==> src/rtl/mem_arb_pkg.sv <==
// Shared definitions for the I/D-cache line memory arbiter.
// Optional build macro MEM_ARB_RR_EN (used by mem_arb_pick / mem_arbiter)
// selects round-robin arbitration instead of fixed D-over-I priority.
package mem_arb_pkg;

    localparam int ADDR_W_DEF   = 28;
    localparam int LINE_W_DEF   = 128;
    localparam int MAX_WAIT_DEF = 255;
    localparam int WAIT_W       = 8;

    typedef enum logic [1:0] {
        IDLE    = 2'd0,
        GRANT_I = 2'd1,
        GRANT_D = 2'd2,
        DONE    = 2'd3
    } arb_state_t;

    typedef enum logic [1:0] {
        OWN_NONE = 2'b00,
        OWN_I    = 2'b01,
        OWN_D    = 2'b10
    } arb_owner_t;

endpackage

==> src/rtl/mem_arb_pick.sv <==
// Combinational winner select between the I-cache and D-cache requests.
// With MEM_ARB_RR_EN defined a tie is broken by rr_ptr (0 favours D,
// 1 favours I); otherwise D always beats I and rr_ptr does not exist.
module mem_arb_pick (
    input  logic i_req,
    input  logic d_req,
`ifdef MEM_ARB_RR_EN
    input  logic rr_ptr,
`endif
    output logic pick_i,
    output logic pick_d
);

    // Winner select: at most one of pick_i / pick_d is ever high.
    always_comb begin
        pick_i = 1'b0;
        pick_d = 1'b0;
`ifdef MEM_ARB_RR_EN
        if (i_req && d_req) begin
            pick_i = rr_ptr;
            pick_d = ~rr_ptr;
        end else begin
            pick_i = i_req;
            pick_d = d_req;
        end
`else
        pick_d = d_req;
        pick_i = i_req & ~d_req;
`endif
    end

endmodule

==> src/rtl/mem_arbiter.sv <==
// Shares one slow line memory between the I-cache and D-cache ports.
// One transaction at a time: arbitrate in IDLE, latch the winner's request,
// drive memory from the latched copy, pass mem_ready back to the owner,
// then spend one DONE cycle idle so the served cache can drop its request.
// Optional build macro MEM_ARB_RR_EN enables round-robin arbitration.
module mem_arbiter
    import mem_arb_pkg::*;
#(
    parameter int ADDR_W   = ADDR_W_DEF,
    parameter int LINE_W   = LINE_W_DEF,
    parameter int MAX_WAIT = MAX_WAIT_DEF
) (
    input  logic              clk,
    input  logic              rst_n,
    input  logic              i_read,
    input  logic              i_write,
    input  logic [ADDR_W-1:0] i_addr,
    input  logic [LINE_W-1:0] i_wdata,
    output logic [LINE_W-1:0] i_rdata,
    output logic              i_ready,
    input  logic              d_read,
    input  logic              d_write,
    input  logic [ADDR_W-1:0] d_addr,
    input  logic [LINE_W-1:0] d_wdata,
    output logic [LINE_W-1:0] d_rdata,
    output logic              d_ready,
    output logic              mem_read,
    output logic              mem_write,
    output logic [ADDR_W-1:0] mem_addr,
    output logic [LINE_W-1:0] mem_wdata,
    input  logic [LINE_W-1:0] mem_rdata,
    input  logic              mem_ready,
    output logic [1:0]        arb_owner,
    output logic              arb_timeout
);

    localparam logic [WAIT_W-1:0] MAX_WAIT_C = WAIT_W'(MAX_WAIT);
    localparam logic [WAIT_W-1:0] WAIT_SAT   = '1;

    arb_state_t        state_q, state_d;
    logic              write_q, write_d;
    logic [ADDR_W-1:0] addr_q, addr_d;
    logic [LINE_W-1:0] wdata_q, wdata_d;
    logic [WAIT_W-1:0] wait_q, wait_d;
    logic              timeout_q, timeout_d;
`ifdef MEM_ARB_RR_EN
    logic              rr_ptr_q, rr_ptr_d;
`endif

    logic i_req, d_req, pick_i, pick_d;
    logic granted, timeout_hit, complete;

    assign i_req = i_read | i_write;
    assign d_req = d_read | d_write;

    mem_arb_pick u_pick (
        .i_req  (i_req),
        .d_req  (d_req),
`ifdef MEM_ARB_RR_EN
        .rr_ptr (rr_ptr_q),
`endif
        .pick_i (pick_i),
        .pick_d (pick_d)
    );

    assign granted     = (state_q == GRANT_I) || (state_q == GRANT_D);
    // A real mem_ready in the last allowed cycle wins over the timeout.
    assign timeout_hit = granted && !mem_ready && (wait_q == MAX_WAIT_C);
    assign complete    = granted && (mem_ready || timeout_hit);

    // Next-state, request latching, wait counter and sticky timeout flag.
    always_comb begin
        state_d   = state_q;
        write_d   = write_q;
        addr_d    = addr_q;
        wdata_d   = wdata_q;
        wait_d    = wait_q;
        timeout_d = timeout_q;
`ifdef MEM_ARB_RR_EN
        rr_ptr_d  = rr_ptr_q;
`endif
        case (state_q)
            IDLE: begin
                // Write wins when a port raises both read and write.
                if (pick_d) begin
                    state_d = GRANT_D;
                    write_d = d_write;
                    addr_d  = d_addr;
                    wdata_d = d_wdata;
                    wait_d  = '0;
                end else if (pick_i) begin
                    state_d = GRANT_I;
                    write_d = i_write;
                    addr_d  = i_addr;
                    wdata_d = i_wdata;
                    wait_d  = '0;
                end
            end
            GRANT_I, GRANT_D: begin
                if (complete) begin
                    state_d = DONE;
                    if (timeout_hit) timeout_d = 1'b1;
                end else if (wait_q != WAIT_SAT) begin
                    wait_d = wait_q + 1'b1;
                end
            end
            DONE: begin
                state_d = IDLE;
`ifdef MEM_ARB_RR_EN
                rr_ptr_d = ~rr_ptr_q;
`endif
            end
            default: state_d = IDLE;
        endcase
    end

    // State and latch registers with synchronous active-low reset.
    always_ff @(posedge clk) begin
        if (!rst_n) begin
            state_q   <= IDLE;
            write_q   <= 1'b0;
            addr_q    <= '0;
            wdata_q   <= '0;
            wait_q    <= '0;
            timeout_q <= 1'b0;
`ifdef MEM_ARB_RR_EN
            rr_ptr_q  <= 1'b0;
`endif
        end else begin
            state_q   <= state_d;
            write_q   <= write_d;
            addr_q    <= addr_d;
            wdata_q   <= wdata_d;
            wait_q    <= wait_d;
            timeout_q <= timeout_d;
`ifdef MEM_ARB_RR_EN
            rr_ptr_q  <= rr_ptr_d;
`endif
        end
    end

    // Memory-side and cache-side outputs decoded from the current state.
    always_comb begin
        mem_read    = granted & ~write_q;
        mem_write   = granted & write_q;
        mem_addr    = addr_q;
        mem_wdata   = wdata_q;
        i_ready     = (state_q == GRANT_I) && complete;
        d_ready     = (state_q == GRANT_D) && complete;
        i_rdata     = timeout_hit ? '0 : mem_rdata;
        d_rdata     = timeout_hit ? '0 : mem_rdata;
        arb_timeout = timeout_q;
        case (state_q)
            GRANT_I: arb_owner = OWN_I;
            GRANT_D: arb_owner = OWN_D;
            default: arb_owner = OWN_NONE;
        endcase
    end

endmodule
==> config.mk <==
export PLATFORM = sky130hd
export DESIGN_NAME = mem_arbiter
export DESIGN_NICKNAME = d
export VERILOG_FILES = /design/src/rtl/mem_arb_pkg.sv /design/src/rtl/mem_arb_pick.sv /design/src/rtl/mem_arbiter.sv
export SDC_FILE = /design/constraint.sdc
export NUM_CORES = 1
export LEC_CHECK = 0
export BUFFER_PORTS_ARGS = -buffer_cell sky130_fd_sc_hd__buf_2
export CORE_AREA = 2 2 342 344
export CTS_CLUSTER_DIAMETER = 150
export CTS_CLUSTER_SIZE = 28
export DETAILED_ROUTE_END_ITERATION = 7
export DIE_AREA = 0 0 344 346
export MAX_ROUTING_LAYER = met4
export SLEW_MARGIN = 40
export SYNTH_ARGS = -nofsm -noshare
export SYNTH_HDL_FRONTEND = slang
export SYNTH_SLANG_ARGS = --single-unit
==> constraint.sdc <==
create_clock -name clk -period 1.8 [get_ports clk]
set_input_delay 0.09 -clock clk [delete_from_list [all_inputs] [get_ports clk]]
set_output_delay 0.09 -clock clk [all_outputs]
set_load 0.02 [all_outputs]
==> Word level (Yosys, flattened, before mapping) <==
Cells that the tools add are included.
{ "op_classes": {"n_addsub": 1, "eq_ne": 9, "muxes": 17, "bitwise": 7, "reduce_logical": 16} }
{ "op_table": {"columns": ["cell", "n"], "rows": [
  ["$mux W128", 3],
  ["$mux W28", 2],
  ["$mux W8", 4],
  ["$pmux W8 S2", 1],
  ["$add A8 B1 Y8 const B", 1],
  ["$eq A8 B8 Y1 const B", 1],
  ["$ne A8 B8 Y1 const B", 1],
  ["$mux W2", 3],
  ["$ne A2 B2 Y1 const B", 3],
  ["$pmux W2 S3", 1],
  ["$logic_and A1 B1 Y1", 5],
  ["$eq A2 B2 Y1 const B", 2],
  ["$pmux W2 S2", 1],
  ["$reduce_and A2 Y1", 2],
  ["$reduce_and A4 Y1", 1],
  ["$reduce_bool A2 Y1", 2],
  ["$and A1 B1 Y1", 3],
  ["$ne A3 B2 Y1 const B", 1],
  ["$reduce_and A3 Y1", 1],
  ["$eq A2 B1 Y1 const B", 1],
  ["$logic_not A2 Y1", 1],
  ["$logic_or A1 B1 Y1", 2],
  ["$mux W1", 2],
  ["$not A1 Y1", 2],
  ["other kinds (3)", 4]
]} }
{ "totals": {"reg_bits": 168, "in_bits": 447, "wordCells": 56} }

==> Logic depth before layout (Yosys ltp) <==
Gate-level depths: netlist of the first run.
{ "logic_depth": {"word_depth": 8, "depth_mapped": 8} }

==> Hierarchy <==
A second synthesis of the first run with hierarchy kept.
{ "hier_totals": {"hier_cells": 1057, "area_unflattened_um2": 9361.5} }
{ "by_module_without_submodules": {"columns": ["module", "n_inst", "cells_each", "area_per_inst_um2", "seq_area_each_um2"], "rows": [
  ["mem_arbiter", 1, 1055, 9340.2, 3363.2],
  ["mem_arb_pick", 1, 2, 21.3, 0.0]
]} }

==> Least setup slack after synthesis of the first run <==
Ideal clock, no wire load.
{ "synth_path": {"path_type": "register to output", "startpoint": "register wait_q[0]", "endpoint": "output port i_rdata[108]", "arrival_time_ps": 1884, "required_ps": 1710, "setup_slack_ps": -174, "stages_incl_launch_ff": 8, "path_buffers": 3, "cell_sequence": "dfxtp_1 > ha_1 > nand4_4 > nor4b_4 > clkbuf_1 > buf_4 > nor2b_1 > buf_4"} }
{ "synth_via": {"elab_chain_cells": 3} }
{ "synth_lines": {"columns": ["item", "line_no", "text"], "rows": [
  ["start, declared", "mem_arbiter.sv:44", "logic [WAIT_W-1:0] wait_q, wait_d;"],
  ["start signal, assigned", "mem_arbiter.sv:134", "wait_q <= wait_d;"],
  ["$eq A8 B8 Y1", "mem_arbiter.sv:68", "assign timeout_hit = granted && !mem_ready && (wait_q == MAX_WAIT_C);"],
  ["$logic_and A1 B1 Y1", "mem_arbiter.sv:68", null],
  ["$mux W128", null, null],
  ["end, declared", "mem_arbiter.sv:19", "output logic [LINE_W-1:0] i_rdata,"]
]} }
Every way passes these cells.

==> Worst setup path after layout of the first run <==
{ "layout_path": {"startpoint": "register state_q[0]", "endpoint": "output port d_rdata[77]"} }
{ "layout_via": {"elab_chain_cells": 5, "elab_cells_between_ends": 6, "cone_classes": "2 x eq/ne; 1 x mux; 3 x reduce/logical"} }
{ "layout_lines": {"columns": ["item", "line_no", "text"], "rows": [
  ["start, declared", "mem_arbiter.sv:40", "arb_state_t state_q, state_d;"],
  ["start signal, assigned", "mem_arbiter.sv:130", "state_q <= state_d;"],
  ["$eq A2 B1 Y1 or $eq A2 B2 Y1 (tied branches)", "mem_arbiter.sv:66", "assign granted = (state_q == GRANT_I) || (state_q == GRANT_D);"],
  ["$logic_or A1 B1 Y1 (*)", "mem_arbiter.sv:66", null],
  ["$logic_and A1 B1 Y1 (*) (2 in series)", "mem_arbiter.sv:68", null],
  ["$mux W128 (*)", "mem_arbiter.sv:151", "d_rdata = timeout_hit ? '0 : mem_rdata;"],
  ["end, declared", "mem_arbiter.sv:25", "output logic [LINE_W-1:0] d_rdata,"]
]} }
Every way passes the cells marked *; elsewhere a longest branch is shown, timed or not.

==> results.cfg, run 1 <==
[sta]
fin_crit_ns = 2.42
finalCritPeriodShare = 1.34
setup_slack_ns = -0.616
worst_slew_pin_slew_ns = 0.694
setup_violations = 271
finalMaxSlewViolations = 0
hold_viol_final = 0
fmax_ghz = 0.414
finClkSkew_ns = 0.0403
rsz0062_at_grt = true
tns_ns = -124.58
relSlewSlack = 0.537

[setup_path]
rr_startpoint = state_q[0]
path_max_fanout = 7
required_ns = 1.71
crit_chain = inv_2 > ha_4 > nor4b_4 > buf_6 > buf_12 > buf_16 > buf_4 > buf_12 > nor2b_4 > buf_8
path_common_cell = buf_12
cp-startpoint = state_q[0]
start_kind = flop
rrSetupSlack_ns = -0.14
crit_type = flop to output pin
crit_arrival_ns = 2.33
cp_slowest_cell = dfxtp_2
worst_setup_path_end_kind = output pin
max_stage_delay_ns = 0.34

[final_layout]
fin_util = 0.190
final_cell_mix = buf_2 (693), dlygate4sd3_1 (313), nand2_1 (167)
stdcell_count = 3867
area_delta_synth_final_pct = 107
nets = 2762
drive_above_1_share = 0.551
mostFrequentLayoutCell = buf_2

[place]
hpwl_um = 68000
finalWeightedCongestion = 0.960
port_buffers = 865
dp_cells = 3483

[die]
die_w_um = 344
ioPinCount = 866
die_h_um = 346
initial_core_util = 0.0917
die-area_mm2 = 0.119
num_rows = 125
core_area_mm2 = 0.115

[detailed_routing]
wirelength_um = 86800
drc = 0
vias = 14262
first_iter_violations = 968
drtAntennaViolNets = 0
first_pass_iters = 5
avgRoutedWirePerCell_um = 22.4
viasPerCell = 3.69

[synthesis]
synth_cells = 1246
synth_top_area_share = 0.318
yosys.area.top_type = dfxtp_1
synth.top_cells.by_area = dfxtp_1 (32%), a311oi_2 (21%), buf_4 (9.2%)
synth_nets = 1698
yosysSeqAreaShare = 0.318
syn_area_per_cell_um2 = 8.49
yosysWarnings = 0
synth.cell_area_mm2 = 0.0106
yosys_register_bits = 168
netlist-cell-type-count = 36

[clocking]
cts-root-buf = clkbuf_16
clock_latency_ns = 0.54
path_clk_slew_ns = 0.08
cts_made_buffers = 17
cts_tree = yes
cts_sinks = 168
cts_buffer_depth = 2
htreeDepth = 4

[global_routing]
grt_pass1_wl_um = 115000
grt_usage = 0.144
grt_max_degree = 115
grt.overflow.total = 0
antenna_found_initial = 29
grt_pass1_vias = 14308

[power_and_ir_drop]
p_per_area_mw_per_mm2 = 1100
vdd_drop_max_uv = 788
report.power.total_uw = 24200
p_leak_uw = 0.00960

[run_status]
violations = negative setup slack
status = finished, violations left

[min_path]
hold_class = input port to flop
hp-start = d_wdata[99]

[run]
maxCapViolations = 0
[through the flow]
| step | hold slack [ns] | instance area [um^2] | setup slack (ns) |
|---|---|---|---|
| after global placement | 0.359 | 16300 | -0.334 |
| after CTS | 0.00261 | 21600 | -0.708 |
| final | 0.0323 | 21900 | -0.616 |
| after detailed placement | 0.366 | 16300 | -0.315 |
| after global routing | 0.0329 | 21900 | -0.677 |
| after floorplan | 0.229 | 10700 | -0.0723 |
[kinds of logic (layout without fill, tap and decap cells)]
family | count (synthesis) | in the layout | share of synthesized area
muxes | 2 | 2 | 0.00189
and+or+nand+nor | 482 | 482 | 0.211
buffers and inverters | 252 | 1329 | 0.154
DFF | 168 | 168 | 0.318
adders and majority gates | 5 | 5 | 0.00591
AOI/OAI and AO/OA | 337 | 337 | 0.310
other | 0 | 20 | 0
[cell type report]
cell class	instances	area (um^2)
Antenna cell	20	50.0
Clock buffer	19	433
Clock inverter	13	155
Fill cell	12622	93500
Inverter	4	22.5
Multi-Input combinational cell	826	6210
Sequential cell	168	3370
Tap cell	1524	1910
Timing Repair Buffer	1293	9780
[Yosys cell counts (all sizes together)]
cell type and n:
buf 192, dfxtp 168, nand2 167, o21ai 163
nor2 162, a311oi 157, nor2b 134, clkbuf 56
a21oi 8, ha 5, and2 4, inv 4
nand4 4, or4 4, mux2i 2, nand3 2
nor3 2, o221ai 2, a21o 1, a22oi 1
and3 1, nor4b 1, o2111ai 1, o221a 1
o22ai 1, o41a 1, o41ai 1, or3 1
[registers in the layout, indices dropped and copies added (netlist names)]
signal	count
wait_q	8
mem_addr	28
state_q	2
mem_wdata	128
arb_timeout	1
write_q	1
[power by group]
group	switching, uW	internal, uW	leakage (uW)
logic	8530	5890	0.00792
clock network	1930	2080	0.000284
registers	718	5030	0.00140
[path summary, 6_finish.rpt]
| kind | end | cells after the start |
|---|---|---|
| worst min-delay path | mem_wdata[99] | 4 |
| worst max-delay path | d_rdata[77] | 10 |
| worst min register to register | wait_q[7] | 2 |
| worst max register to register | wait_q[1] | 10 |
[what timing repair did]
action                                 4_1_cts  5_1_grt
hold buffers                               313        0
gates resized for setup                    412       92
buffers inserted                            17        1
gates cloned                                 3        1
pin swaps                                    5        4
setup endpoints to repair                  284      310
endpoints found under the hold margin      164        0
[worst max-delay path, delay by kind of cell, from the launching register on]
family	cells	cell delay, ns
and+or+nand+nor	2	0.29
buffers and inverters	7	0.91
adders and majority gates	1	0.23
DFF	1	0.34
[per-layer routing]
layer | vias to the layer above | track usage | part of all wire
met2 | 878 | 0.242 | 0.50
met1 | 6888 | 0.156 | 0.37
met5 | - | - | 0
met4 | 0 | 0.0600 | 0.037
li1 | 6382 | - | -
met3 | 114 | 0.0438 | 0.090
(Power assumes the default switching activity.)
==> inputs of run 2 (changes only) <==
RECOVER_POWER = 50   (was unset)
==> run 2 against run 1 <==
Effect of this change: the run still ends with negative setup slack left; largest power group unchanged; via count fell by 0.57%; largest cell class unchanged; total power fell by 1.1%; maximum frequency barely moved; critical path type unchanged; non-clock buffer count did not move; combinational power barely moved; hold slack barely moved; first-iteration DRC count rose by 2.6%; utilization fell by 0.14 points; worst setup slack improved by 0.0017 ns; global-route usage did not move; clock power barely moved; sequential cell count did not move.
==> results.cfg, run 2 (synthesized netlist as in run 1, its figures left out) <==
[run_status]
status = finished, violations left
violations = negative setup slack

[setup_path]
path_common_cell = buf_12
rr_startpoint = state_q[0]
max_stage_delay_ns = 0.34
crit_arrival_ns = 2.32
r2r-end = wait_q[1]
path_delay_family = buffers and inverters
worst_setup_path_end_kind = output pin
cp_slowest_cell = dfxtp_2
crit_buf_inv = 7
crit_chain = inv_2 > ha_4 > nor4b_4 > buf_6 > buf_12 > buf_16 > buf_4 > buf_12 > nor2b_4 > buf_8
start_kind = flop
rrSetupSlack_ns = -0.14
cp.depth = 10
required_ns = 1.71
path_max_fanout = 7
crit_type = flop to output pin
rr_worst_depth = 10

[die]
num_rows = 125
die-area_mm2 = 0.119
die_w_um = 344
initial_core_util = 0.0917
ioPinCount = 866
core_area_mm2 = 0.115
die_h_um = 346

[global_routing]
antenna_found_initial = 29
grt_pass1_wl_um = 115000
grt_usage = 0.144
grt.overflow.total = 0
grt_max_degree = 115
grt_pass1_vias = 14308

[sta]
setup_slack_ns = -0.614
finalMaxSlewViolations = 0
finClkSkew_ns = 0.0397
finalCritPeriodShare = 1.34
fmax_ghz = 0.414
hold_viol_final = 0
relSlewSlack = 0.539
tns_ns = -124.86
rsz0062_at_grt = true
setup_violations = 271
fin_crit_ns = 2.41
worst_slew_pin_slew_ns = 0.692

[final_layout]
largest_register_ffs = 128
fill_cells = 12692
nets = 2762
mostFrequentLayoutCell = buf_2
final_cell_mix = buf_2 (561), dlygate4sd3_1 (313), nand2_1 (167)
stdcell_count = 3868
drive_above_1_share = 0.494
area_delta_synth_final_pct = 106

[power_and_ir_drop]
p_leak_uw = 0.00912
p_per_area_mw_per_mm2 = 1100
report.power.total_uw = 23900
vdd_drop_max_uv = 776

[detailed_routing]
avgRoutedWirePerCell_um = 22.4
wirelength_um = 86600
viasPerCell = 3.67
vias = 14181
drtAntennaViolNets = 0
drc = 0
first_pass_iters = 5
first_iter_violations = 993

[min_path]
hold_class = input port to flop
hp-start = d_wdata[99]
min_to = mem_wdata[99]
min_path_cells = 4

[clocking]
cts_buffer_depth = 2
path_clk_slew_ns = 0.08
cts_sinks = 168
clock_latency_ns = 0.54
cts_tree = yes
htreeDepth = 4
cts_made_buffers = 17
cts-root-buf = clkbuf_16

[place]
finalWeightedCongestion = 0.960
port_buffers = 865
place_ws_ns = -0.315
hpwl_um = 68000
dp_cells = 3483

[run]
maxCapViolations = 0
run 2: power breakdown:
part           internal, uW  switching (uW)  total [uW]  leakage, uW
Clock                  2080            1920        4000     0.000284
Sequential             5030             739        5770      0.00140
Combinational          5610            8530       14100      0.00744
Total                 12700           11200       23900      0.00912
run 2: tightest hold or removal path, cell delays in order:
cell      delay, ns
buf_2          0.09
o21ai_0        0.06
buf_4          0.16
a311oi_2       0.11
run 2: routing by layer:
layer / track usage / vias to the layer above / routed length, um
li1: - / 6390 / -
met2: 0.242 / 794 / 43100
met1: 0.156 / 6883 / 32700
met3: 0.0438 / 114 / 7510
met5: - / - / 0
met4: 0.0600 / 0 / 3310
run 2: per-stage QoR:
step,area [um^2],util,hold WS [ns]
floorplan,10700,-,0.229
global placement,16300,0.141,0.359
detailed placement,16300,0.141,0.366
CTS,21600,0.187,0.00261
global route,21700,0.188,0.0329
finish,21800,0.189,0.0323
run 2: worst max path at each step:
stage                           from            to  slack (ns)
after floorplan           state_q[0]  i_rdata[108]       -0.07
after global placement    state_q[0]    d_rdata[6]       -0.33
after detailed placement  state_q[0]   i_rdata[65]       -0.32
after CTS                 state_q[0]  i_rdata[100]       -0.71
after global routing      state_q[0]  i_rdata[100]       -0.68
final                     state_q[0]   d_rdata[77]       -0.61
run 2: layout make-up:
cell class / instances / area [um^2] / area share
antenna: 21 / 52.6 / 0.00241
clock buffer: 19 / 433 / 0.0199
tap: 1524 / 1910 / 0.0876
clock inverter: 13 / 155 / 0.00713
sequential: 168 / 3370 / 0.155
timing repair buffer: 1293 / 9620 / 0.442
multi-input combinational: 826 / 6210 / 0.285
inverter: 4 / 22.5 / 0.00103
run 2: what timing repair did:
action	4_1_cts	5_1_grt
setup endpoints to repair	284	310
hold buffers	313	0
gates cloned	3	1
pin swaps	5	4
endpoints found under the hold margin	164	0
resized for setup	412	92
setup buffers	17	1
